### config.mk
export PLATFORM = sky130hd
export DESIGN_NAME = reg_mem_bist_flat
export DESIGN_NICKNAME = d
export VERILOG_FILES = /design/src/rtl/reg_mem_bist_pkg.sv /design/src/rtl/reg_mem_bist_if.sv /design/src/rtl/reg_mem_bist.sv /design/src/flat_wrapper.sv
export SDC_FILE = /design/constraint.sdc
export NUM_CORES = 1
export LEC_CHECK = 0
export ABC_AREA = 0
export CAP_MARGIN = 30
export CELL_PAD_IN_SITES_DETAIL_PLACEMENT = 0
export CELL_PAD_IN_SITES_GLOBAL_PLACEMENT = 1
export CORE_MARGIN = 2
export CORE_UTILIZATION = 34
export DETAILED_ROUTE_END_ITERATION = 8
export PLACE_DENSITY_LB_ADDON = 0.1
export SYNTH_ARGS = -nofsm -noshare
export SYNTH_HDL_FRONTEND = slang
export SYNTH_SLANG_ARGS = --single-unit
### constraint.sdc
create_clock -name clk -period 2.5 [get_ports clk]
set_clock_uncertainty 0.2 [all_clocks]
set_input_delay 0.25 -clock clk [delete_from_list [all_inputs] [get_ports clk]]
set_output_delay 0.25 -clock clk [all_outputs]
set_load 0.02 [all_outputs]
### src/rtl/reg_mem_bist_pkg.sv
// Shared types and pattern helper for the reg_mem BIST initiator.
// Latency: n/a (types and a pure function only).
// Backpressure: n/a.
package reg_mem_bist_pkg;

    // Run phases of the self-test.
    typedef enum logic [2:0] {
        IDLE,
        WRITE,
        READ,
        DRAIN,
        DONE
    } state_t;

    // Working width of the pattern helper. Callers resize to their word width.
    // Only the low bits matter because the sum wraps modulo the word width.
    localparam int PAT_W = 32;

    // Expected word at an address: seed plus address, optionally inverted.
    function automatic logic [PAT_W-1:0] exp_pattern(
        input logic [PAT_W-1:0] seed,
        input logic [PAT_W-1:0] addr,
        input logic             inv
    );
        logic [PAT_W-1:0] sum;
        sum = seed + addr;
        return inv ? ~sum : sum;
    endfunction

endpackage

### src/rtl/reg_mem_bist_if.sv
// Memory-port bundle between the BIST initiator and reg_mem.
// Latency: read data returns one cycle after the address with wen low.
// Backpressure: none; the memory accepts one access per cycle.
interface reg_mem_bist_if #(
    parameter int DATA_WIDTH = 8,
    parameter int ADDR_BITS  = 5
);
    logic [ADDR_BITS-1:0]  mem_addr;
    logic [DATA_WIDTH-1:0] mem_data_in;
    logic                  mem_wen;
    logic [DATA_WIDTH-1:0] mem_data_out;

    // Driving side (the BIST) owns address, write data and write enable.
    modport master (
        output mem_addr,
        output mem_data_in,
        output mem_wen,
        input  mem_data_out
    );

    // Memory side returns the read word.
    modport slave (
        input  mem_addr,
        input  mem_data_in,
        input  mem_wen,
        output mem_data_out
    );
endinterface

### src/rtl/reg_mem_bist.sv
// Write/read-back self-test of reg_mem with a seeded incrementing pattern.
// Latency: 2N+1 cycles from accepted start to done on a clean run (two passes
// with REG_MEM_BIST_INV_PASS_EN); start is ignored while busy, no backpressure.
module reg_mem_bist
    import reg_mem_bist_pkg::*;
#(
    parameter int DATA_WIDTH = 8,
    parameter int ADDR_BITS  = 5
) (
    input  logic                  clk,
    input  logic                  rst_n,
    input  logic                  start,
    input  logic [DATA_WIDTH-1:0] seed,
    output logic                  busy,
    output logic                  done,
    output logic                  pass,
    output logic [ADDR_BITS-1:0]  fail_addr,
    output logic [DATA_WIDTH-1:0] fail_data,
    reg_mem_bist_if.master        mem
);

    state_t                state;
    logic [DATA_WIDTH-1:0] seed_q;
    logic [ADDR_BITS-1:0]  cmp_addr;   // address whose word arrives this cycle
    logic                  cmp_vld;    // a read word is due for comparison
    logic                  inv_cur;    // pattern polarity of the current pass
    logic [DATA_WIDTH-1:0] cmp_exp;
    logic [DATA_WIDTH-1:0] nxt_wr_dat;
    logic                  mismatch;

`ifdef REG_MEM_BIST_INV_PASS_EN
    logic                  inv_q;
    assign inv_cur = inv_q;
`else
    assign inv_cur = 1'b0;
`endif

    assign cmp_exp    = DATA_WIDTH'(exp_pattern(PAT_W'(seed_q), PAT_W'(cmp_addr), inv_cur));
    assign nxt_wr_dat = DATA_WIDTH'(exp_pattern(PAT_W'(seed_q),
                                                PAT_W'(mem.mem_addr) + PAT_W'(1), inv_cur));
    assign mismatch   = cmp_vld && (mem.mem_data_out != cmp_exp);

    // Run sequencer: drives the memory port, compares readback, reports result.
    always_ff @(posedge clk) begin
        if (!rst_n) begin
            state           <= IDLE;
            busy            <= 1'b0;
            done            <= 1'b0;
            pass            <= 1'b0;
            fail_addr       <= '0;
            fail_data       <= '0;
            mem.mem_addr    <= '0;
            mem.mem_data_in <= '0;
            mem.mem_wen     <= 1'b0;
            seed_q          <= '0;
            cmp_addr        <= '0;
            cmp_vld         <= 1'b0;
`ifdef REG_MEM_BIST_INV_PASS_EN
            inv_q           <= 1'b0;
`endif
        end else if ((state == READ || state == DRAIN) && mismatch) begin
            // First bad word ends the run; later addresses are not read.
            state        <= DONE;
            busy         <= 1'b0;
            done         <= 1'b1;
            pass         <= 1'b0;
            fail_addr    <= cmp_addr;
            fail_data    <= mem.mem_data_out;
            mem.mem_addr <= '0;
            cmp_vld      <= 1'b0;
        end else begin
            case (state)
                IDLE, DONE: begin
                    if (start) begin
                        state           <= WRITE;
                        seed_q          <= seed;
                        busy            <= 1'b1;
                        done            <= 1'b0;
                        pass            <= 1'b0;
                        fail_addr       <= '0;
                        fail_data       <= '0;
                        mem.mem_wen     <= 1'b1;
                        mem.mem_addr    <= '0;
                        // exp(0) of the non-inverted pass is the seed itself.
                        mem.mem_data_in <= seed;
`ifdef REG_MEM_BIST_INV_PASS_EN
                        inv_q           <= 1'b0;
`endif
                    end
                end
                WRITE: begin
                    if (&mem.mem_addr) begin
                        state           <= READ;
                        mem.mem_wen     <= 1'b0;
                        mem.mem_addr    <= '0;
                        mem.mem_data_in <= '0;
                        cmp_vld         <= 1'b0;
                    end else begin
                        mem.mem_addr    <= mem.mem_addr + ADDR_BITS'(1);
                        mem.mem_data_in <= nxt_wr_dat;
                    end
                end
                READ: begin
                    // The address issued now is compared one cycle later.
                    cmp_vld  <= 1'b1;
                    cmp_addr <= mem.mem_addr;
                    if (&mem.mem_addr) begin
                        state        <= DRAIN;
                        mem.mem_addr <= '0;
                    end else begin
                        mem.mem_addr <= mem.mem_addr + ADDR_BITS'(1);
                    end
                end
                DRAIN: begin
                    cmp_vld <= 1'b0;
`ifdef REG_MEM_BIST_INV_PASS_EN
                    if (!inv_q) begin
                        // Clean first pass: rerun with the inverted pattern.
                        inv_q           <= 1'b1;
                        state           <= WRITE;
                        mem.mem_wen     <= 1'b1;
                        mem.mem_addr    <= '0;
                        mem.mem_data_in <= DATA_WIDTH'(exp_pattern(PAT_W'(seed_q), '0, 1'b1));
                    end else begin
                        state <= DONE;
                        busy  <= 1'b0;
                        done  <= 1'b1;
                        pass  <= 1'b1;
                    end
`else
                    state <= DONE;
                    busy  <= 1'b0;
                    done  <= 1'b1;
                    pass  <= 1'b1;
`endif
                end
                default: state <= IDLE;
            endcase
        end
    end

endmodule

### src/flat_wrapper.sv
// flat-port wrapper written by rule: the top's interface ports become plain ports
module reg_mem_bist_flat import reg_mem_bist_pkg::*;
#(
    parameter int DATA_WIDTH = 8,
    parameter int ADDR_BITS  = 5
)
  (clk, rst_n, start, seed, busy, done, pass, fail_addr, fail_data, mem_mem_addr, mem_mem_data_in, mem_mem_wen, mem_mem_data_out);
  reg_mem_bist_if #(.DATA_WIDTH(DATA_WIDTH), .ADDR_BITS(ADDR_BITS)) mem_i ();
  input  logic clk;
  input  logic rst_n;
  input  logic start;
  input  logic [DATA_WIDTH-1:0] seed;
  output logic busy;
  output logic done;
  output logic pass;
  output logic [ADDR_BITS-1:0] fail_addr;
  output logic [DATA_WIDTH-1:0] fail_data;
  output wire logic [$bits(mem_i.mem_addr)-1:0] mem_mem_addr;
  output wire logic [$bits(mem_i.mem_data_in)-1:0] mem_mem_data_in;
  output wire logic [$bits(mem_i.mem_wen)-1:0] mem_mem_wen;
  input wire logic [$bits(mem_i.mem_data_out)-1:0] mem_mem_data_out;
  assign mem_mem_addr = mem_i.mem_addr;
  assign mem_mem_data_in = mem_i.mem_data_in;
  assign mem_mem_wen = mem_i.mem_wen;
  assign mem_i.mem_data_out = mem_mem_data_out;
  reg_mem_bist #(.DATA_WIDTH(DATA_WIDTH), .ADDR_BITS(ADDR_BITS)) u_core (.clk(clk), .rst_n(rst_n), .start(start), .seed(seed), .busy(busy), .done(done), .pass(pass), .fail_addr(fail_addr), .fail_data(fail_data), .mem(mem_i));
endmodule
* After elaboration in Yosys (flattened, before gate mapping)
Index checks and enable logic that the tools add are counted.
** Word-level totals
- Flip-flop bits (word level) :: 47
- Bits of input ports :: 19
- Output and inout bits :: 30
- Logic and storage cells :: 80
** Cells by class
- Add/subtract/negate cells :: 4
- Eq/ne operators :: 11
- Mux-type cells :: 24
- Bitwise operators :: 2
- Reduce and logical (&&, ||, !) cells :: 26
** Operators by type and width (number)
- 8-bit two-way mux :: 5
- 5-bit two-way mux :: 4
- 8-bit one-hot mux with 2 select lines :: 1
- 3-bit two-way mux :: 4
- 3-bit one-hot mux with 4 select lines :: 1
- 2-bit AND reduction :: 6
- 3-bit AND reduction :: 4
- 5-bit one-hot mux with 2 select lines :: 1
- 2-bit nonzero test :: 5
- 8-bit by 5-bit adder with 8-bit output :: 1
- 8-bit adder :: 1
- 8-bit inequality test :: 1
- 5-bit by 1-bit adder with 6-bit output (second input constant) :: 1
- 3-bit by 2-bit == test with 1-bit output (second input constant) :: 2
- 1-bit one-hot mux with 2 select lines :: 3
- 3-bit nonzero test :: 2
- 2-bit OR reduction :: 3
- 5-bit by 1-bit adder with 5-bit output (second input constant) :: 1
- 5-bit AND reduction :: 1
- 1-bit two-way mux :: 4
- 2-bit inequality test (second input constant) :: 2
- 4-bit AND reduction :: 1
- 3-bit by 1-bit == test with 1-bit output (second input constant) :: 1
- 3-bit == test (second input constant) :: 1
- 9 further kinds :: 11

* Depth between registers and ports, before layout
Gate-level depths: netlist (run 1).
- Word-level depth :: 6
- Gate-level depth with buffers :: 11
- Gate-level depth less buffers :: 10

* Least setup slack after synthesis (run 1)
No wires, ideal clock.
- Kind :: register -> register
- Start point :: reg u_core.mem.mem_addr[0]
- End point :: reg u_core.mem.mem_data_in[6]
- Library setup time :: 123 ps
- Arrival :: 2236 ps
- Required time :: 2177 ps
- Path slack :: -59 ps
- Stages on the path, launching flop included :: 10
- Path buffers :: 0
- Period minus slack after synthesis :: 2559 ps
- Cell sequence :: dfxtp_1 ha_1 fa_1 a21o_1 a21oi_1 o21bai_1 a21oi_1 xnor2_1 a221oi_1 nor2_1
** Between the ends
- Cells in the longest elaborated chain, start to end :: 4
- Elaborated cells between the ends (all ways) :: 5
- Classes of those cells :: add/sub (2); mux (2); reduce/logical (1)
** Ends and longest elaborated chain
- start: declaration :: RTL line reg_mem_bist_if.sv:15 : output mem_addr,
- start signal: assignment :: RTL line reg_mem_bist.sv:99 : mem.mem_addr <= mem.mem_addr + ADDR_BITS'(1);
- start signal: assignment :: RTL line reg_mem_bist.sv:111 : mem.mem_addr <= mem.mem_addr + ADDR_BITS'(1);
- 5-bit by 1-bit adder with 6-bit output :: RTL line reg_mem_bist.sv:40 : PAT_W'(mem.mem_addr) + PAT_W'(1), inv_cur));
- 8-bit adder :: RTL line reg_mem_bist_pkg.sv:26 : sum = seed + addr;
- 8-bit two-way mux (*) :: RTL line reg_mem_bist.sv:92 : if (&mem.mem_addr) begin
- 8-bit one-hot mux with 2 select lines (*) :: RTL line reg_mem_bist.sv:72 : case (state)
- end signal: assignment :: RTL line reg_mem_bist.sv:100 : mem.mem_data_in <= nxt_wr_dat;
- end: declaration :: RTL line reg_mem_bist_if.sv:16 : output mem_data_in,
Every way passes the cells marked *; elsewhere a longest branch is shown, timed or not.
A chain may end at the register's enable or synchronous reset.

* Final worst setup path (run 1)
- Start point :: reg u_core.seed_q[0]
- End point :: reg u_core.mem.mem_addr[4]
** Between the ends
- Cells in the longest elaborated chain, start to end :: 5
** Ends and longest elaborated chain
- start: declaration :: RTL line reg_mem_bist.sv:23 : logic [DATA_WIDTH-1:0] seed_q;
- start signal: assignment :: RTL line reg_mem_bist.sv:55 : seed_q <= '0;
- start signal: assignment :: RTL line reg_mem_bist.sv:76 : seed_q <= seed;
- 8-bit by 5-bit adder with 8-bit output :: RTL line reg_mem_bist_pkg.sv:26
- 8-bit inequality test :: RTL line reg_mem_bist.sv:41 : assign mismatch = cmp_vld && (mem.mem_data_out != cmp_exp);
- 1-bit logical AND :: RTL line reg_mem_bist.sv:41
- 1-bit logical AND :: RTL line reg_mem_bist.sv:61 : end else if ((state == READ || state == DRAIN) && mismatch) begin
- 2-bit OR reduction (no line)
Every way passes these cells.

==> run metrics, run 1 <==
die area 7990 um^2; VDD IR-drop max 235 uV; IO buf count 48; R2R Setup Slk -0.04 ns; IO Pins 49; top cells by count, synth dfxtp_1 (47), nand2_1 (41), a21oi_1 (29); fin nets 394; die width 89.4 um; reg2reg path depth 10; FFs w/ async S/R, synth 0; Min Hold Slack 0.261 ns; Setup WS pre-CTS -0.132 ns; Num CTS Buffers 5; Synth area leader dfxtp_1; Gate Count Post-Synth 290; maximum number of pins on one net before global-route repair 23; Int Pwr 1.24 mW; Post-synth EDFFs 0; Residual DRC 0; hold-fix buffer count after cts 0; count of different cell masters after synthesis 43; average cell area after synthesis 8.54 um^2; post-route total power 1.74 mW; Netlist Area Pre-Place 2480 um^2; final wirelength 7.09 mm; DR vias 2,350; Synth area leaders dfxtp_1 (38%), ha_1 (6.6%), nand2_1 (6.2%), xnor2_1 (6.0%), a21oi_1 (5.9%); post-route ant nets 0; Pleak 1.38 nW; initial antenna violation count 0; Worst Tran Pin Value 0.474 ns; crit path time final 2.54 ns; Clk network pwr share 0.339; CTS max path bufs 2; maximum capacitance violations 0; drt via density 5.11; failing checks negative setup slack; GR Overflow Total 0; #FFs+latches synth 47; clock slew at reported path FFs 0.10 ns; global-route usage over all layers 0.185; Hold Vio Cnt, Final 0; clk sink count 47; Final Max Tran Viols 0; first-pass GRT wire length 11.1 mm; r2r endpoint u_core.mem.mem_addr[4]$_SDFFE_PP0P_; r2r startpoint u_core.seed_q[0]$_SDFFE_PN0P_; Gate power share 0.197; register share of total power 0.464; first-pass iteration count of the detailed router 4; Sw Share 0.286; Placer Congestion 0.863; critical path required time 2.54 ns; CTS H-Tree Depth 2; CTS root buf clkbuf_8; initial core utilization 0.347; dominant cell by count in the synthesized netlist dfxtp_1; clock latency on the worst-skew pair 0.31 ns; number of global-route vias before repair 2,243; Sw Pwr 0.497 mW; Worst Hold End u_core.fail_data[1]$_SDFFE_PN0P_; Hold Crit Start u_core.fail_data[1]$_SDFFE_PN0P_; worst hold path depth 2; Rows 31; critical path type reg -> reg; Slew HR 0.683; n_diodes 0; status finished, violations left; crit-path max FO 6; area share of the largest cell type after synthesis 0.380; syn nets 324; drt first-iter violations 84; area of the core 7140 um^2; min setup slack post-route -0.0450 ns; unrepaired setup endpoints after global routing true; placed instance count 447; Period Utilization, post-route 1.02; final cell count without fillers 460; startpoint types flip-flop; die height 89.4 um; FMAX 0.393 GHz; Worst Setup End Kind flip-flop; Primary FF master, synth dfxtp_1; PwrDens 488 nW/um^2; Layout area overhead 43.9%; WP data arrival 2.58 ns; Hold Path Class reg -> reg; post-synthesis sequential area ratio 0.380; detailed placement HPWL 5.16 mm; Routed WL per cell 15.4 um; Setup Viol. Count Final 18; layout cells sized above 1 0.216; Syn. warnings 0; CTS tree done
-- per-layer routing --
layer,vias to the layer above,share of wire,global-route usage
li1,1174,-,-
met1,1120,0.46,0.234
met2,46,0.49,0.310
met3,10,0.031,0.0379
met4,0,0.017,0.0692
met5,-,0,0
-- power groups by stage --
| stage | combinational, mW | sequential [mW] | clock, mW |
|---|---|---|---|
| after floorplan | 0.157 | 0.839 | 0 |
| after global placement | 0.322 | 0.820 | 0 |
| after detailed placement | 0.321 | 0.821 | 0 |
| after CTS | 0.332 | 0.804 | 0.610 |
| after global routing | 0.377 | 0.811 | 0.646 |
| final | 0.343 | 0.807 | 0.590 |
-- per-stage QoR --
step                      TNS, ns  area, um^2  utilization
final                      -0.303        3560        0.499
after detailed placement    -2.67        3210        0.450
after global routing        -3.47        3560        0.499
after global placement      -2.27        3210        0.450
after floorplan                 0        2480            -
after CTS                  -0.316        3430        0.480
-- worst max-delay path by stage --
stage,from,end
after global placement,u_core.cmp_addr[0]$_SDFFE_PN0P_,u_core.cmp_addr[0]$_SDFFE_PN0P_
final,u_core.seed_q[0]$_SDFFE_PN0P_,u_core.mem.mem_addr[4]$_SDFFE_PP0P_
after global routing,u_core.seed_q[0]$_SDFFE_PN0P_,u_core.mem.mem_addr[4]$_SDFFE_PP0P_
after floorplan,u_core.cmp_addr[0]$_SDFFE_PN0P_,u_core.fail_addr[0]$_SDFFE_PN0P_
after detailed placement,u_core.seed_q[0]$_SDFFE_PN0P_,u_core.mem.mem_addr[4]$_SDFFE_PP0P_
after CTS,u_core.seed_q[0]$_SDFFE_PN0P_,u_core.fail_data[6]$_SDFFE_PN0P_
-- cells in the final DEF (no fill, tap or decap), types with 6 or more instances in the layout --
cell and instances:
o21ai_1 12, xnor2_1 15, a21oi_1 22, mux2i_1 6, dfxtp_1 43, buf_4 23, buf_6 6, a21oi_2 8
nor2_1 14, nand2b_1 7, a21o_1 8, nand4_1 14, clkdlybuf4s50_1 48, ha_1 8, nand2_1 41
-- critical path: stages (launching register included) --
cell and delay [ns]:
dfxtp_2 0.35, ha_4 0.16, fa_2 0.36, a21o_1 0.20
a21oi_2 0.15, xnor2_1 0.15, nand3_2 0.14, o311ai_4 0.32
buf_6 0.21, nand2_8 0.08, a211oi_2 0.14
-- timing repair --
action,in CTS,in global routing
resized for setup,21,33
pin swaps,5,9
endpoints found under the setup margin,31,34
buffers inserted,1,1
gates cloned,1,2
-- state kept, by name, indices dropped and copies added, names as in the netlist --
register / flops
u_core.mem.mem_addr: 5
u_core.seed_q: 8
u_core.fail_data: 8
u_core.pass: 1
u_core.done: 1
u_core.mem.mem_wen: 1
u_core.mem.mem_data_in: 8
u_core.state: 3
u_core.busy: 1
u_core.fail_addr: 5
u_core.cmp_vld: 1
u_core.cmp_addr: 5
-- cells by family after synthesis --
group / count (synthesis) / synth area share
compound gates: 79 / 0.203
buf+inv: 21 / 0.0394
xor+xnor: 20 / 0.0707
simple gates: 102 / 0.201
flops: 47 / 0.380
mux: 6 / 0.0242
fa+ha+maj: 15 / 0.0818
-- area by class of cell --
cell class	count	area (um^2)
clock buffer	5	68.8
fill	714	3570
inverter	5	18.8
tap	99	124
clock inverter	3	47.5
sequential	47	946
timing repair buffer	78	736
multi-input combinational	223	1620
(Power assumes the default switching activity.)
==> inputs of run 2 (changes only) <==
--- a/config.mk
+++ b/config.mk
@@ -11,6 +11,7 @@
 export CELL_PAD_IN_SITES_GLOBAL_PLACEMENT = 1
 export CORE_MARGIN = 2
 export CORE_UTILIZATION = 34
+export CTS_BUF_LIST = sky130_fd_sc_hd__clkbuf_16
 export DETAILED_ROUTE_END_ITERATION = 8
 export PLACE_DENSITY_LB_ADDON = 0.1
 export SYNTH_ARGS = -nofsm -noshare
==> run 2 against run 1 <==
Effect of this change: the flow still finishes with violations (negative setup slack); critical path depth unchanged; final cell count unchanged; combinational power hardly changed; count of clock-buffer cells in the layout unchanged; hold slack got worse by 0.0034 ns; non-clock buffer count stayed put; cell area increased by 1.4%; first-iteration DRC count rose by 6.0%; die area did not move; routed wire length up 0.75%; maximum frequency up 0.74%; sequential power about the same; largest cell class unchanged.
==> run metrics, run 2 (synthesis results as in run 1) <==
min setup slack post-route -0.0262 ns; commonest cells after routing, fill and taps aside clkdlybuf4s50_1 (48), dfxtp_1 (43), nand2_1 (41); CTS tree done; CTS root buf clkbuf_16; Worst Setup End Kind flip-flop; unrepaired setup endpoints after global routing true; post-route ant nets 0; initial antenna violation count 0; worst-path cell chain ha_4 -> fa_2 -> a21o_1 -> a21oi_2 -> xnor2_1 -> nand3_2 -> o311ai_4 -> buf_6 -> buf_6 -> a31oi_1; VDD IR-drop max 284 uV; Worst Tran Pin Value 0.464 ns; layout cells sized above 1 0.211; post-route total power 1.93 mW; Setup Viol. Count Final 13; critical path type reg -> reg; maximum capacitance violations 0; area of the multi-input gates 1620 um^2; clock latency on the worst-skew pair 0.29 ns; Hold Path Class reg -> reg; Rows 31; clk sink count 47; drt first-iter violations 89; detailed placement HPWL 5.16 mm; global-route usage over all layers 0.184; Pleak 1.40 nW; status finished, violations left; fillers 703; Sw Share 0.267; first-pass GRT wire length 11.1 mm; highest-delay cell along the critical path fa_2; die width 89.4 um; DR vias 2,355; Placer Congestion 0.863; Residual DRC 0; Num CTS Buffers 5; die area 7990 um^2; CTS max path bufs 2; Sw Pwr 0.515 mW; clock slew at reported path FFs 0.07 ns; area of the core 7140 um^2; critical path required time 2.48 ns; number of global-route vias before repair 2,249; drt via density 5.12; n_diodes 0; crit-path max FO 6; Gate power share 0.177; failing checks negative setup slack; Routed WL per cell 15.5 um; Crit path top cell by count buf_6; initial core utilization 0.347; Setup TNS -0.133 ns; FMAX 0.396 GHz; PwrDens 534 nW/um^2; most common cell after layout, fill and taps aside clkdlybuf4s50_1; Slew HR 0.690; first-pass iteration count of the detailed router 5; WP data arrival 2.50 ns; critical path's largest stage delay 0.36 ns; fin nets 394; register share of total power 0.418; Final Max Tran Viols 0; startpoint types flip-flop; Int Pwr 1.42 mW; final core occ 0.507; IO Pins 49; IO buf count 48; GR Overflow Total 0; top flop regs u_core.fail_data (8), u_core.mem.mem_data_in (8), u_core.seed_q (8); final wirelength 7.14 mm; crit path time final 2.53 ns; Period Utilization, post-route 1.01; die height 89.4 um; Hold Vio Cnt, Final 0; Clk network pwr share 0.405; Register Area 946 um^2; maximum number of pins on one net before global-route repair 23; CTS H-Tree Depth 2; Layout area overhead 46.0%
run 2: cell counts in the layout (fill, tap and decap cells not counted):
Identical to the previous run, type by type.
run 2: power groups by stage:
stage / clock (mW) / combinational (mW) / sequential (mW)
6_report: 0.782 / 0.343 / 0.807
3_3_place_gp: 0 / 0.322 / 0.820
4_1_cts: 0.804 / 0.329 / 0.804
5_1_grt: 0.837 / 0.377 / 0.811
3_5_place_dp: 0 / 0.321 / 0.821
2_1_floorplan: 0 / 0.157 / 0.839
run 2: final timing paths:
check                                        start                                to  slack [ns]  cells after the start
setup / recovery     u_core.seed_q[0]$_SDFFE_PN0P_      u_core.state[2]$_SDFFE_PN0P_       -0.03                     10
hold / removal    u_core.fail_data[7]$_SDFFE_PN0P_  u_core.fail_data[7]$_SDFFE_PN0P_        0.26                      2
setup reg to reg     u_core.seed_q[0]$_SDFFE_PN0P_      u_core.state[2]$_SDFFE_PN0P_       -0.03                     10
hold reg to reg   u_core.fail_data[7]$_SDFFE_PN0P_  u_core.fail_data[7]$_SDFFE_PN0P_        0.26                      2
run 2: what timing repair did:
| item | 4_1_cts | 5_1_grt |
|---|---|---|
| buffers inserted | 1 | 1 |
| endpoints found under the setup margin | 29 | 34 |
| pin swaps | 4 | 12 |
| hold buffers | 0 | 0 |
| cloned | 1 | 2 |
| resized for setup | 14 | 39 |
| hold endpoints to repair | 0 | 0 |
run 2: cell type report:
| class | count | area share |
|---|---|---|
| Clock inverter | 3 | 0.0131 |
| Tap cell | 99 | 0.0343 |
| Clock buffer | 5 | 0.0346 |
| Sequential cell | 47 | 0.262 |
| Multi-Input combinational cell | 223 | 0.448 |
| Inverter | 5 | 0.00519 |
| Timing Repair Buffer | 78 | 0.203 |
run 2: per-stage QoR:
stage / std cells / hold WS [ns] / worst slack [ns] / instance area [um^2]
6_report: 460 / 0.257 / -0.0262 / 3620
5_1_grt: 460 / 0.284 / -0.147 / 3620
4_1_cts: 457 / 0.261 / -0.0259 / 3460
3_5_place_dp: 447 / 0.253 / -0.132 / 3210
3_3_place_gp: 447 / 0.248 / -0.120 / 3210
2_1_floorplan: 290 / 0.186 / 0.0114 / 2480
run 2: worst max-delay path: cells and delay by family, from the launching register on:
family / cells / cell delay [ns]
buffers and inverters: 2 / 0.33
adder cells (fa/ha/maj): 2 / 0.52
XOR/XNOR: 1 / 0.15
AO/OA/AOI/OAI: 4 / 0.73
flip-flops: 1 / 0.34
AND/OR/NAND/NOR: 1 / 0.14
run 2: per-layer routing:
layer	global-route usage	up-vias	share of wire
li1	-	1169	-
met1	0.233	1122	0.46
met2	0.310	52	0.49
met3	0.0379	12	0.033
met4	0.0611	0	0.020
met5	0	-	0
==> inputs of run 3 (changes only) <==
--- a/config.mk
+++ b/config.mk
@@ -12,6 +12,7 @@
 export CORE_MARGIN = 2
 export CORE_UTILIZATION = 34
 export CTS_BUF_LIST = sky130_fd_sc_hd__clkbuf_16
+export CTS_CLUSTER_SIZE = 14
 export DETAILED_ROUTE_END_ITERATION = 8
 export PLACE_DENSITY_LB_ADDON = 0.1
 export SYNTH_ARGS = -nofsm -noshare
==> constraint.sdc (replaced) <==
create_clock -name clk -period 2.5 [get_ports clk]
set_clock_uncertainty 0.2 [all_clocks]
set_input_delay 0.75 -clock clk [delete_from_list [all_inputs] [get_ports clk]]
set_output_delay 0.75 -clock clk [all_outputs]
set_load 0.02 [all_outputs]
==> run 3 against run 2 <==
Effect of this change: the flow still finishes with violations (negative setup slack); total power up 0.50%; worst setup slack worse by 0.12 ns; flip-flop and latch count unchanged; die area unchanged; cell area up 3.4%; via count unchanged; core utilization up 1.7 points; hold slack worse by 0.0013 ns.
==> run metrics, run 3 (synthesis results as in run 1) <==
status finished, violations left; failing checks negative setup slack; GRT met3 Usage 0.0351; worst-path cell chain ha_4 -> fa_2 -> a21o_1 -> a21oi_2 -> xnor2_1 -> nand3_2 -> buf_4 -> o31ai_1 -> nand3b_1 -> buf_4 -> mux2i_1; placed instance count 452; most common cell after layout, fill and taps aside clkdlybuf4s50_1; min setup slack post-route -0.147 ns; Setup WS pre-CTS -0.358 ns; DR vias 2,355; maximum capacitance violations 0; highest-delay cell along the critical path fa_2; critical path type reg -> reg; Top Usage Layer GRT met2; Gate power share 0.179; fillers 693; post-route ant nets 0; first-pass GRT wire length 10.9 mm; Residual DRC 0; CTS tree done; Worst Tran Pin Value 0.417 ns; Sw Pwr 0.516 mW; Buf/Inv on CP 2; Layout area overhead 50.9%; Placer Congestion 0.810; reg2reg path depth 11; CTS H-Tree Depth 2; Crit path top cell by count buf_4; clk sink count 47; die width 89.4 um; clock latency on the worst-skew pair 0.29 ns; unrepaired setup endpoints after global routing true; crit-path max FO 5; Crit path max-delay family compound AO/OA/AOI/OAI gates; maximum number of pins on one net before global-route repair 24; Int Pwr 1.43 mW; PwrDens 519 nW/um^2; register share of total power 0.416; area of the core 7140 um^2; top flop regs u_core.fail_data (8), u_core.mem.mem_data_in (8), u_core.seed_q (8); final wirelength 7.13 mm; worst hold path depth 2; Period Utilization, post-route 1.06; Hold Vio Cnt, Final 0; area of the multi-input gates 1580 um^2; Rows 31; layout cells sized above 1 0.217; commonest cells after routing, fill and taps aside clkdlybuf4s50_1 (48), dfxtp_1 (44), nand2_1 (41); clock slew at reported path FFs 0.07 ns; Register Area 947 um^2; die area 7990 um^2; die height 89.4 um; number of global-route vias before repair 2,192; met2 Use GR 0.302; Final Instance Area 3740 um^2; initial core utilization 0.347; startpoint types flip-flop; DP Area 3270 um^2; Sw Share 0.266; first-pass iteration count of the detailed router 4; fin nets 406; critical path depth 11; Pleak 1.51 nW; global-route usage over all layers 0.179; critical path's largest stage delay 0.38 ns; FMAX 0.378 GHz; Setup Viol. Count Final 30; met1 Resource Use GR 0.241; crit path time final 2.65 ns; final cell count without fillers 472; Num CTS Buffers 5; CTS max path bufs 2; IO buf count 48; Slew HR 0.722; initial antenna violation count 0; Worst Setup End Kind flip-flop; WP data arrival 2.63 ns; Routed WL per cell 15.1 um; GR Overflow Total 0; hold-fix buffer count after cts 0; VDD IR-drop max 330 uV; Hold Path Class reg -> reg; critical path required time 2.48 ns; CTS root buf clkbuf_16; detailed placement HPWL 4.96 mm; drt via density 4.99; drt first-iter violations 72; Clk network pwr share 0.405; IO Pins 49; n_diodes 0; R2R Setup Slk -0.15 ns; Final Max Tran Viols 0
run 3: path summary, 6_finish.rpt:
path	from	to
max	u_core.seed_q[0]$_SDFFE_PN0P_	u_core.cmp_addr[0]$_SDFFE_PN0P_
min	u_core.fail_data[3]$_SDFFE_PN0P_	u_core.fail_data[3]$_SDFFE_PN0P_
max reg2reg	u_core.seed_q[0]$_SDFFE_PN0P_	u_core.cmp_addr[0]$_SDFFE_PN0P_
min reg2reg	u_core.fail_data[3]$_SDFFE_PN0P_	u_core.fail_data[3]$_SDFFE_PN0P_
run 3: timing repair:
| action | CTS | global route |
|---|---|---|
| gates cloned | 2 | 3 |
| setup buffers | 4 | 4 |
| resized for setup | 12 | 29 |
| setup endpoints to repair | 31 | 33 |
| pin swaps | 7 | 13 |
run 3: power by group through the flow:
stage	sequential [mW]	combinational (mW)	clock, mW
5_1_grt	0.810	0.381	0.830
6_report	0.807	0.348	0.786
3_3_place_gp	0.823	0.329	0
2_1_floorplan	0.839	0.157	0
4_1_cts	0.807	0.339	0.802
3_5_place_dp	0.823	0.330	0
run 3: metrics by stage:
stage	setup TNS, ns	hold WS [ns]	total power, mW	utilization
final	-2.58	0.256	1.94	0.524
after global routing	-5.03	0.270	2.02	0.524
after CTS	-4.11	0.268	1.95	0.502
after detailed placement	-8.37	0.259	1.15	0.459
after global placement	-7.43	0.249	1.15	0.459
after floorplan	0	0.257	0.996	-
run 3: tightest hold or removal path, cell delays in order (launching register included):
cell and delay [ns]:
dfxtp_1 0.31, nand4_1 0.06, o21ai_1 0.05
run 3: metal layers:
metal / up-vias / routed length, um / share of wire
met5: - / 0 / 0
met4: 0 / 94 / 0.013
met3: 8 / 224 / 0.031
met2: 47 / 3520 / 0.49
met1: 1097 / 3290 / 0.46
li1: 1203 / - / -
run 3: cell type report:
| type | instances | area share |
|---|---|---|
| inverters | 5 | 0.00502 |
| well taps | 99 | 0.0331 |
| multi-input cells | 223 | 0.423 |
| repair buffers | 90 | 0.240 |
| clock buffers | 5 | 0.0335 |
| clock inverters | 3 | 0.0127 |
| flip-flops and latches | 47 | 0.253 |
